--- config.mk ---
export PLATFORM = sky130hd
export DESIGN_NAME = post_box_fifo_engine
export DESIGN_NICKNAME = d
export VERILOG_FILES = /design/src/rtl/post_box_fifo_engine.sv
export SDC_FILE = /design/constraint.sdc
export NUM_CORES = 1
export LEC_CHECK = 0
export ABC_AREA = 1
export CAP_MARGIN = 5
export CORE_MARGIN = 3
export CORE_UTILIZATION = 62
export CTS_CLUSTER_SIZE = 12
export DETAILED_ROUTE_END_ITERATION = 6
export PLACE_DENSITY = 0.78
export SKIP_LAST_GASP = 1
export SYNTH_ARGS = -nofsm -noshare
export SYNTH_HDL_FRONTEND = slang
export SYNTH_HIERARCHICAL = 1
export SYNTH_SLANG_ARGS = --single-unit
--- constraint.sdc ---
create_clock -name fpga_clock_48mhz -period 4.44 [get_ports fpga_clock_48mhz]
set_input_delay 0.666 -clock fpga_clock_48mhz [delete_from_list [all_inputs] [get_ports fpga_clock_48mhz]]
set_output_delay 0.666 -clock fpga_clock_48mhz [all_outputs]
set_load 0.01 [all_outputs]
--- src/rtl/post_box_fifo_engine.sv ---
// post_box_fifo_engine: Acorn POST pulse-protocol target engine with byte FIFOs to the host.
module post_box_fifo #(
  parameter int DEPTH = 16
) (
  input  logic                         clk,
  input  logic                         rst,
  input  logic                         flush,
  input  logic                         push,
  input  logic [7:0]                   din,
  input  logic                         pop,
  output logic [7:0]                   dout,
  output logic [$clog2(DEPTH+1)-1:0]   level,
  output logic                         full,
  output logic                         empty
);
  localparam int LW = $clog2(DEPTH + 1);
  localparam int AW = $clog2(DEPTH);
  logic [7:0]    r_mem [DEPTH];
  logic [LW-1:0] r_wp, r_rp;
  logic          w_push, w_pop;
  // a pop frees the slot the simultaneous push needs, so full+push+pop is lossless
  assign w_push = push && (!full || pop) && !flush;
  assign w_pop  = pop && !empty && !flush;
  assign level  = r_wp - r_rp;
  assign full   = level == LW'(DEPTH);
  assign empty  = level == '0;
  assign dout   = r_mem[r_rp[AW-1:0]];
  always_ff @(posedge clk or posedge rst) begin
    if (rst) begin
      r_wp <= '0;
      r_rp <= '0;
    end else if (flush) begin
      r_wp <= '0;
      r_rp <= '0;
    end else begin
      if (w_push) r_wp <= r_wp + LW'(1);
      if (w_pop) r_rp <= r_rp + LW'(1);
    end
  end
  always_ff @(posedge clk) begin
    if (w_push) r_mem[r_wp[AW-1:0]] <= din;
  end
endmodule

module post_box_fifo_engine #(
  parameter int T2H_DEPTH    = 16,
  parameter int H2T_DEPTH    = 16,
  parameter int BREAK_CYCLES = 1200
) (
  input  logic                             fpga_clock_48mhz,
  input  logic                             reset_in,
  input  logic                             testreq_3v,
  output logic                             testack_noe,
  input  logic [7:0]                       h2t_data,
  input  logic                             h2t_valid,
  output logic                             h2t_ready,
  output logic [7:0]                       t2h_data,
  output logic                             t2h_valid,
  input  logic                             t2h_ready,
  output logic [$clog2(H2T_DEPTH+1)-1:0]   h2t_level,
  output logic [$clog2(T2H_DEPTH+1)-1:0]   t2h_level,
  input  logic                             flush,
  output logic [7:0]                       abort_count
);
  localparam int BW = $clog2(BREAK_CYCLES + 1);
  typedef enum logic [1:0] {IDLE, OUT_BITS, IN_CHECK, IN_DATA} state_t;
  state_t        r_state;
  logic          r_req_s1, r_req_s2, r_req_d;
  logic [BW-1:0] r_low_cnt;
  logic [3:0]    r_pcnt;
  logic [2:0]    r_bitcnt;
  logic [7:0]    r_sr, r_abort;
  logic          r_out_ok, r_noe;
  logic          w_pulse, w_break, w_chk, w_abort;
  logic [3:0]    w_pcnt_nxt;
  logic          w_h2t_push, w_h2t_pop, w_h2t_full, w_h2t_empty;
  logic          w_t2h_push, w_t2h_pop, w_t2h_full, w_t2h_empty;
  logic [7:0]    w_h2t_head;
  assign w_pulse    = r_req_s2 && !r_req_d;
  assign w_break    = !r_req_s2 && r_low_cnt == BW'(BREAK_CYCLES - 1);
  assign w_pcnt_nxt = (&r_pcnt) ? r_pcnt : r_pcnt + 4'd1;
  // input check happens on every IN_CHECK pulse and on the 4th pulse of a command group
  assign w_chk      = r_state == IN_CHECK || ((r_state == IDLE || r_state == OUT_BITS) && w_pcnt_nxt == 4'd4);
  assign w_h2t_pop  = w_pulse && w_chk && !w_h2t_empty && !flush;
  assign h2t_ready  = !w_h2t_full || w_h2t_pop;
  assign w_h2t_push = h2t_valid && h2t_ready;
  assign w_t2h_push = w_break && r_state == OUT_BITS && r_bitcnt == 3'd7 && (r_pcnt == 4'd1 || r_pcnt == 4'd2);
  assign w_t2h_pop  = t2h_valid && t2h_ready;
  assign t2h_valid  = !w_t2h_empty;
  assign w_abort    = !flush && ((w_pulse && r_state == OUT_BITS && w_pcnt_nxt == 4'd3) || (w_break && r_state == IN_DATA));
  assign testack_noe = r_noe;
  assign abort_count = r_abort;
  post_box_fifo #(.DEPTH(H2T_DEPTH)) u_h2t (
    .clk(fpga_clock_48mhz), .rst(reset_in), .flush(flush),
    .push(w_h2t_push), .din(h2t_data), .pop(w_h2t_pop), .dout(w_h2t_head),
    .level(h2t_level), .full(w_h2t_full), .empty(w_h2t_empty)
  );
  post_box_fifo #(.DEPTH(T2H_DEPTH)) u_t2h (
    .clk(fpga_clock_48mhz), .rst(reset_in), .flush(flush),
    .push(w_t2h_push), .din({r_sr[6:0], r_pcnt == 4'd1}), .pop(w_t2h_pop), .dout(t2h_data),
    .level(t2h_level), .full(w_t2h_full), .empty(w_t2h_empty)
  );
  always_ff @(posedge fpga_clock_48mhz or posedge reset_in) begin
    if (reset_in) begin
      r_req_s1  <= 1'b0;
      r_req_s2  <= 1'b0;
      r_req_d   <= 1'b0;
      r_low_cnt <= '0;
    end else begin
      r_req_s1  <= testreq_3v;
      r_req_s2  <= r_req_s1;
      r_req_d   <= r_req_s2;
      r_low_cnt <= r_req_s2 ? '0 : (r_low_cnt == BW'(BREAK_CYCLES)) ? r_low_cnt : r_low_cnt + BW'(1);
    end
  end
  always_ff @(posedge fpga_clock_48mhz or posedge reset_in) begin
    if (reset_in) begin
      r_state  <= IDLE;
      r_noe    <= 1'b1;
      r_pcnt   <= '0;
      r_bitcnt <= '0;
      r_sr     <= '0;
      r_out_ok <= 1'b0;
      r_abort  <= '0;
    end else begin
      if (flush) begin
        r_state  <= IDLE;
        r_noe    <= 1'b1;
        r_pcnt   <= '0;
        r_bitcnt <= '0;
        r_out_ok <= 1'b0;
      end else if (w_pulse) begin
        r_pcnt <= w_pcnt_nxt;
        if (w_chk) begin
          r_noe <= w_h2t_empty;
          if (!w_h2t_empty) begin
            r_sr     <= w_h2t_head;
            r_bitcnt <= '0;
            r_state  <= IN_DATA;
          end else begin
            r_state <= IN_CHECK;
          end
        end else if (r_state == IN_DATA) begin
          r_noe    <= !r_sr[7];
          r_sr     <= {r_sr[6:0], 1'b0};
          r_bitcnt <= r_bitcnt + 3'd1;
          if (r_bitcnt == 3'd7) r_state <= IN_CHECK;
        end else if (w_pcnt_nxt == 4'd3) begin
          // an output command restarts from IDLE; the following break enters OUT_BITS
          r_noe    <= w_t2h_full;
          r_out_ok <= !w_t2h_full;
          r_state  <= IDLE;
        end else begin
          r_noe <= 1'b1;
        end
      end else if (w_break) begin
        r_noe    <= 1'b1;
        r_pcnt   <= '0;
        r_out_ok <= 1'b0;
        case (r_state)
          IDLE: begin
            if (r_pcnt == 4'd3 && r_out_ok) begin
              r_state  <= OUT_BITS;
              r_bitcnt <= '0;
            end
          end
          OUT_BITS: begin
            if (r_pcnt == 4'd1 || r_pcnt == 4'd2) begin
              r_sr     <= {r_sr[6:0], r_pcnt == 4'd1};
              r_bitcnt <= r_bitcnt + 3'd1;
              if (r_bitcnt == 3'd7) r_state <= IDLE;
            end
          end
          default: r_state <= IDLE;
        endcase
      end
      if (w_abort && r_abort != 8'hFF) r_abort <= r_abort + 8'd1;
    end
  end
endmodule

# [Word level (Yosys, flattened, before mapping)]
# Memories as Yosys holds them, arrays and structs flattened.
# Cells that the tools add are included.
[totals] memories=2 out_inout_bits=29 regBits=61 ram_bits=256 inputBits=14
[op_classes] bitwise=1 reduce_logical=56 addsub=10 n_eq_ne=27 n_mux=58
[mem_list] memory="u_h2t.r_mem" words=16 word_bits=8 rd=1 rd_clocked_by_memory_dff=0 wr=1 line_no="18" text="logic [7:0] r_mem [DEPTH];"
[mem_list] memory="u_t2h.r_mem" words=16 word_bits=8 rd=1 rd_clocked_by_memory_dff=0 wr=1 line_no="18"
[ops] operator="8-bit 2-to-1 mux" n=7
[ops] operator="5-bit 2-to-1 mux" n=8
[ops] operator="1-bit logical AND" n=25
[ops] operator="3-bit 2-to-1 mux" n=8
[ops] operator="11-bit equality test, second input constant" n=2
[ops] operator="11-bit 2-to-1 mux" n=2
[ops] operator="5-bit by 1-bit adder with 5-bit output, second input constant" n=4
[ops] operator="2-bit 2-to-1 mux" n=10
[ops] operator="6-bit AND reduction" n=3
[ops] operator="1-bit 2-to-1 mux" n=17
[ops] operator="4-bit 2-to-1 mux" n=4
[ops] operator="2-bit nonzero test" n=7
[ops] operator="4-bit by 2-bit equality test with 1-bit output, second input constant" n=3
[ops] operator="4-bit by 3-bit != test with 1-bit output, second input constant" n=3
[ops] operator="11-bit by 1-bit adder with 11-bit output, second input constant" n=1
[ops] operator="5-bit equality test, second input constant" n=2
[ops] operator="5-bit logical NOT" n=2
[ops] operator="5-bit subtractor" n=2
[ops] operator="3-bit != test, second input constant" n=3
[ops] operator="8-bit by 1-bit adder with 8-bit output, second input constant" n=1
[ops] operator="1-bit logical NOT" n=8
[ops] operator="8-bit != test, second input constant" n=1
[ops] operator="4-bit AND reduction" n=2
[ops] operator="1-bit logical OR" n=6
[ops] operator="other kinds (20)" n=21

# [Longest topological paths before layout]
[depth] depth_word=14 ltp_mapped=19 mapped_depth_nobuf=19

# [Hierarchy]
# Netlist, hierarchy kept.
[by_module_without_submodules] mod="post_box_fifo" cells_each=491 area_per_inst_um2=5930.7 n_inst=2
[by_module_without_submodules] mod="post_box_fifo_engine" cells_each=330 area_per_inst_um2=2491.1 n_inst=1

# [Least setup slack after synthesis]
# OpenSTA, ideal clock, no wires.
[synth_timing] kind="register -> register" from="register u_h2t.r_rp[1]" to="memory u_h2t.r_mem[13][0] (enable)" setup_slack_ns=0.860 setup_time_ns=0.370 path_stages_with_launch=16 arrival_time_ns=3.210 path_buffers=2 cell_sequence="dfrtp_1 buf_2 inv_1 clkbuf_1 fa_1 nand3_1 nand3_1 nand2_2 inv_1 nand3_2 inv_1 nor2_1 nand3_1 a21boi_0 nand3_4 nor2_1"
[synth_between] elab_chain_len=11
[synth_rtl] element="start, declared" line_no="19" text="logic [LW-1:0] r_wp, r_rp;"
[synth_rtl] element="start signal, assigned" line_no="37" text="if (w_pop) r_rp <= r_rp + LW'(1);"
[synth_rtl] element="5-bit subtractor" line_no="24" text="assign level = r_wp - r_rp;"
[synth_rtl] element="named net h2t_level[4]" line_no="60" text="output logic [$clog2(H2T_DEPTH+1)-1:0] h2t_level,"
[synth_rtl] element="5-bit logical NOT" line_no="26" text="assign empty = level == '0;"
[synth_rtl] element="named net w_h2t_empty" line_no="76" text="logic w_h2t_push, w_h2t_pop, w_h2t_full, w_h2t_empty;"
[synth_rtl] element="1-bit logical NOT" line_no="84" text="assign w_h2t_pop = w_pulse && w_chk && !w_h2t_empty && !flush;"
[synth_rtl] element="1-bit logical AND (2 in series)" line_no="84"
[synth_rtl] element="1-bit logical OR" line_no="85" text="assign h2t_ready = !w_h2t_full || w_h2t_pop;"
[synth_rtl] element="1-bit logical AND" line_no="86" text="assign w_h2t_push = h2t_valid && h2t_ready;"
[synth_rtl] element="named net w_h2t_push" line_no="76"
[synth_rtl] element="1-bit logical AND (2 in series)" line_no="22" text="assign w_push = push && (!full || pop) && !flush;"
[synth_rtl] element="1-bit 2-to-1 mux" line_no="41" text="if (w_push) r_mem[r_wp[AW-1:0]] <= din;"
[synth_rtl] element="1-bit 2-to-1 mux (not written as such)" line_no="41"
[synth_rtl] element="end, declared" line_no="18"
# The timed path passes the listed nets, and every way through them passes these cells.

# [Worst setup path after layout]
[layout_timing] from="register u_h2t.r_rp[2]" to="output port h2t_ready"
[layout_between] elab_chain_len=6
[layout_rtl] element="5-bit subtractor" line_no="24"
[layout_rtl] element="5-bit logical NOT" line_no="26"
[layout_rtl] element="named net w_h2t_empty" line_no="76"
[layout_rtl] element="1-bit logical NOT" line_no="84"
[layout_rtl] element="1-bit logical AND (2 in series)" line_no="84"
[layout_rtl] element="1-bit logical OR" line_no="85"
[layout_rtl] element="end, declared" line_no="56" text="output logic h2t_ready,"
# The timed path passes the listed nets, and every way through them passes these cells.

==> reports/summary.txt <==
Status - finished, final reports clean
Syn Area/Cell - 10.9 sq um
Worst hold slack - 356 ps
Final core utilization - 70.4%
Main combinational cell family by area after synthesis - simple AND/OR/NAND/NOR gates
Fin crit share - 92.9%
Die W - 158 microns
Drt pass-1 iters - 6
Max frequency - 242 MHz
Kind of critical path - flop to output pin
Die Ht - 158 microns
Synth Instances - 1312
Worst Hold Class - flop to flop
Post-synth net total - 1354
CTS tree - done
Global-route wire length before repair - 52000 microns
Routed length per instance - 19.9 microns
Initial antenna violation count - 0
Top_reg_cell synth - edfxtp_1
Worst-path cell chain - inv_1 -> ha_1 -> nand3_1 -> nand2_1 -> nand2_1 -> nand2_2 -> inv_1 -> nand3_2 -> inv_1 -> nor2_1 -> nand3_1 -> nand2_1 -> clkdlybuf4s50_1
Fin crit period - 4130 ps
Clk pin slew, worst setup/hold paths - 60 ps
Psw - 1.25 mW
Leakage - 5.88 nW
Mux contribution to synthesized area - 0%
Synth Cell Area - 14400 sq um
Max VDD drop - 324 uV
GP Congestion - 0.880
Synth Area in XOR/XNOR - 1.57%
CTS HTree Levels - 2
Worst setup EP type - output pin
Number of hold buffers added after CTS - 0
CP Data Arrival Time - 3460 ps
Detail Placement HPWL - 20900 microns
I/O pin total - 43
Setup bufs post-CTS - 0
DRC viols - 0
Vias in the first global route - 9654
Slew @ Worst Pin - 1000 ps
Final Max Slew Viols - 0
Routed Antenna Nets - 0
CTS Buffer Depth - 3
Max-slew headroom - 33.2%
Most common cell after layout, fill and taps aside - edfxtp_1
Power density over the cells - 378 nW/um^2
Yosys warning count - 6
Synth-to-layout area growth - 11.4%
#FFs+latches synth - 317
Via count - 10200
Post-Place Cell Area - 15000 sq um
CP max FO - 17
# rows - 55
CP max stage delay - 680 ps
Clk_skew - 10.1 ps
Initial DRC Count - 1356
Largest net degree at the start of global routing - 69
Internal - 4.80 mW
Seq pwr share - 53.9%
Seq/Total Area, Yosys - 64.2%
Clk pwr share - 42.4%
RSZ-0062 raised after global routing - yes
# diodes - 0
# fillers - 1604
Commonest non-fill, non-tap cells in the layout - edfxtp_1, nand2_1, nor2_1
Post-synth EDFFs - 256
CTS sink count - 317
Total gr overflow - 0
Final setup vio count - 0
Worst path required time - 3770 ps
Root buffer cell - clkbuf_16
I/O Buffers - 42
Worst setup SP type - flop
Starting Density - 63.2%
DR vias/cell - 6.15
Switching share of power - 20.6%
Adder-cell share of the synthesized area - 2.55%
Combinational share of power - 3.8%
Die area - 25000 sq um
Synth Area in Compound Gates - 9.96%
Num CTS Buffers - 34
Share of cells above drive strength 1 - 9.56%
Total wire length - 33000 microns
Core region area - 22700 sq um
Finished Cell Area - 16000 sq um
MaxCap Viol Count - 0
Share of flip-flops with an asynchronous set or reset - 19.2%
Final Hold Vio Count - 0
Clk_lat worst skew - 510 ps
Post-Synth Simple-Gate Area - 17.8%
Cell variety after synth - 47
Slowest library cell on the worst path - dfrtp_1
Gr usage total - 26.9%
NumNets Final - 1391
[cells by family after synthesis]
family          count (synthesis)
compound gates                242
xor+xnor                       24
buf+inv                       137
flops                         317
simple gates                  564
fa+ha+maj                      28
[worst paths after layout]
path,start,to,slack [ps],depth (start not counted)
max,u_h2t/r_rp[2],h2t_ready,310,13
min,r_req_s1,r_req_s2,360,0
max reg2reg,u_h2t/r_rp[2],u_h2t/r_mem[0][1],320,16
min reg2reg,r_req_s1,r_req_s2,360,0
max in group asynchronous,reset_in,testack_noe,3320,3
min in group asynchronous,reset_in,u_t2h/r_rp[3],610,2
[timing repair]
item | CTS | global route
endpoints found under the setup margin | 0 | 8
gates resized for setup | 0 | 1
endpoints found under the hold margin | 0 | 0
[stage by stage]
stage	setup slack (ps)	TNS (ps)	instances	total power [mW]
2_1_floorplan	860	0	1312	3.44
3_3_place_gp	633	0	1598	3.54
3_5_place_dp	452	0	1598	3.54
4_1_cts	337	0	1655	6.08
5_1_grt	-3.23	-8.19	1655	6.23
6_report	313	0	1655	6.04
[power by group through the flow]
stage / clock network (mW) / registers, mW / logic, mW
5_1_grt: 2.72 / 3.26 / 0.255
4_1_cts: 2.60 / 3.25 / 0.229
3_5_place_dp: 0 / 3.31 / 0.227
3_3_place_gp: 0 / 3.31 / 0.222
6_report: 2.56 / 3.25 / 0.229
2_1_floorplan: 0 / 3.31 / 0.132
[layer usage]
metal / share of wire (%) / routed length, microns / track usage [%] / vias up
met5: 0 / 0 / 0 / -
met4: 2.7 / 874 / 8.28 / 0
met3: 8.3 / 2730 / 4.13 / 76
met2: 48 / 15700 / 43.3 / 471
met1: 42 / 13700 / 38.6 / 4919
li1: - / - / - / 4714
[registers in the layout (all words and copies together), names as in the netlist, 2 cells and up]
| register | count |
|---|---|
| r_pcnt | 4 |
| r_bitcnt | 3 |
| u_t2h/r_mem | 128 |
| u_t2h/r_wp | 5 |
| u_h2t/r_mem | 128 |
| r_sr | 8 |
| u_t2h/r_rp | 5 |
| u_h2t/r_rp | 5 |
| u_h2t/r_wp | 5 |
| r_state | 2 |
| abort_count | 8 |
| r_low_cnt | 11 |
[worst max-delay path, delay by kind of cell (launching register included)]
kind | cells | cell delay [ps]
fa+ha+maj | 1 | 450
buf+inv | 4 | 950
flops | 1 | 680
simple gates | 8 | 890
[cells in the mapped netlist, types with 7 or more instances]
cell type	instances	area share, %
edfxtp_1	256	54
inv_1	71	1.9
buf_2	12	0.42
nand2_1	198	5.2
xnor2_1	9	0.55
o211ai_1	12	0.63
xor2_1	13	0.79
o22ai_1	41	1.8
a21oi_1	14	0.49
nand2_2	14	0.61
inv_2	7	0.18
clkbuf_1	34	0.89
dfrtp_1	60	10
o21ai_1	11	0.38
o221ai_1	20	1.2
nand4_1	25	1.1
nor2_1	178	4.7
nand3_1	97	3.4
o21ai_0	132	4.6
nor2_2	24	1.0
ha_1	26	2.3
[final cells by class]
| cell class | count | area, sq um | area share, % |
|---|---|---|---|
| Clock inverter | 8 | 42.5 | 0.266 |
| Timing Repair Buffer | 56 | 526 | 3.29 |
| Clock buffer | 49 | 958 | 6.00 |
| Inverter | 82 | 308 | 1.93 |
| Multi-Input combinational cell | 858 | 4570 | 28.6 |
| Sequential cell | 317 | 9220 | 57.7 |
| Tap cell | 285 | 357 | 2.23 |
Power figures use the tool's default switching activity.
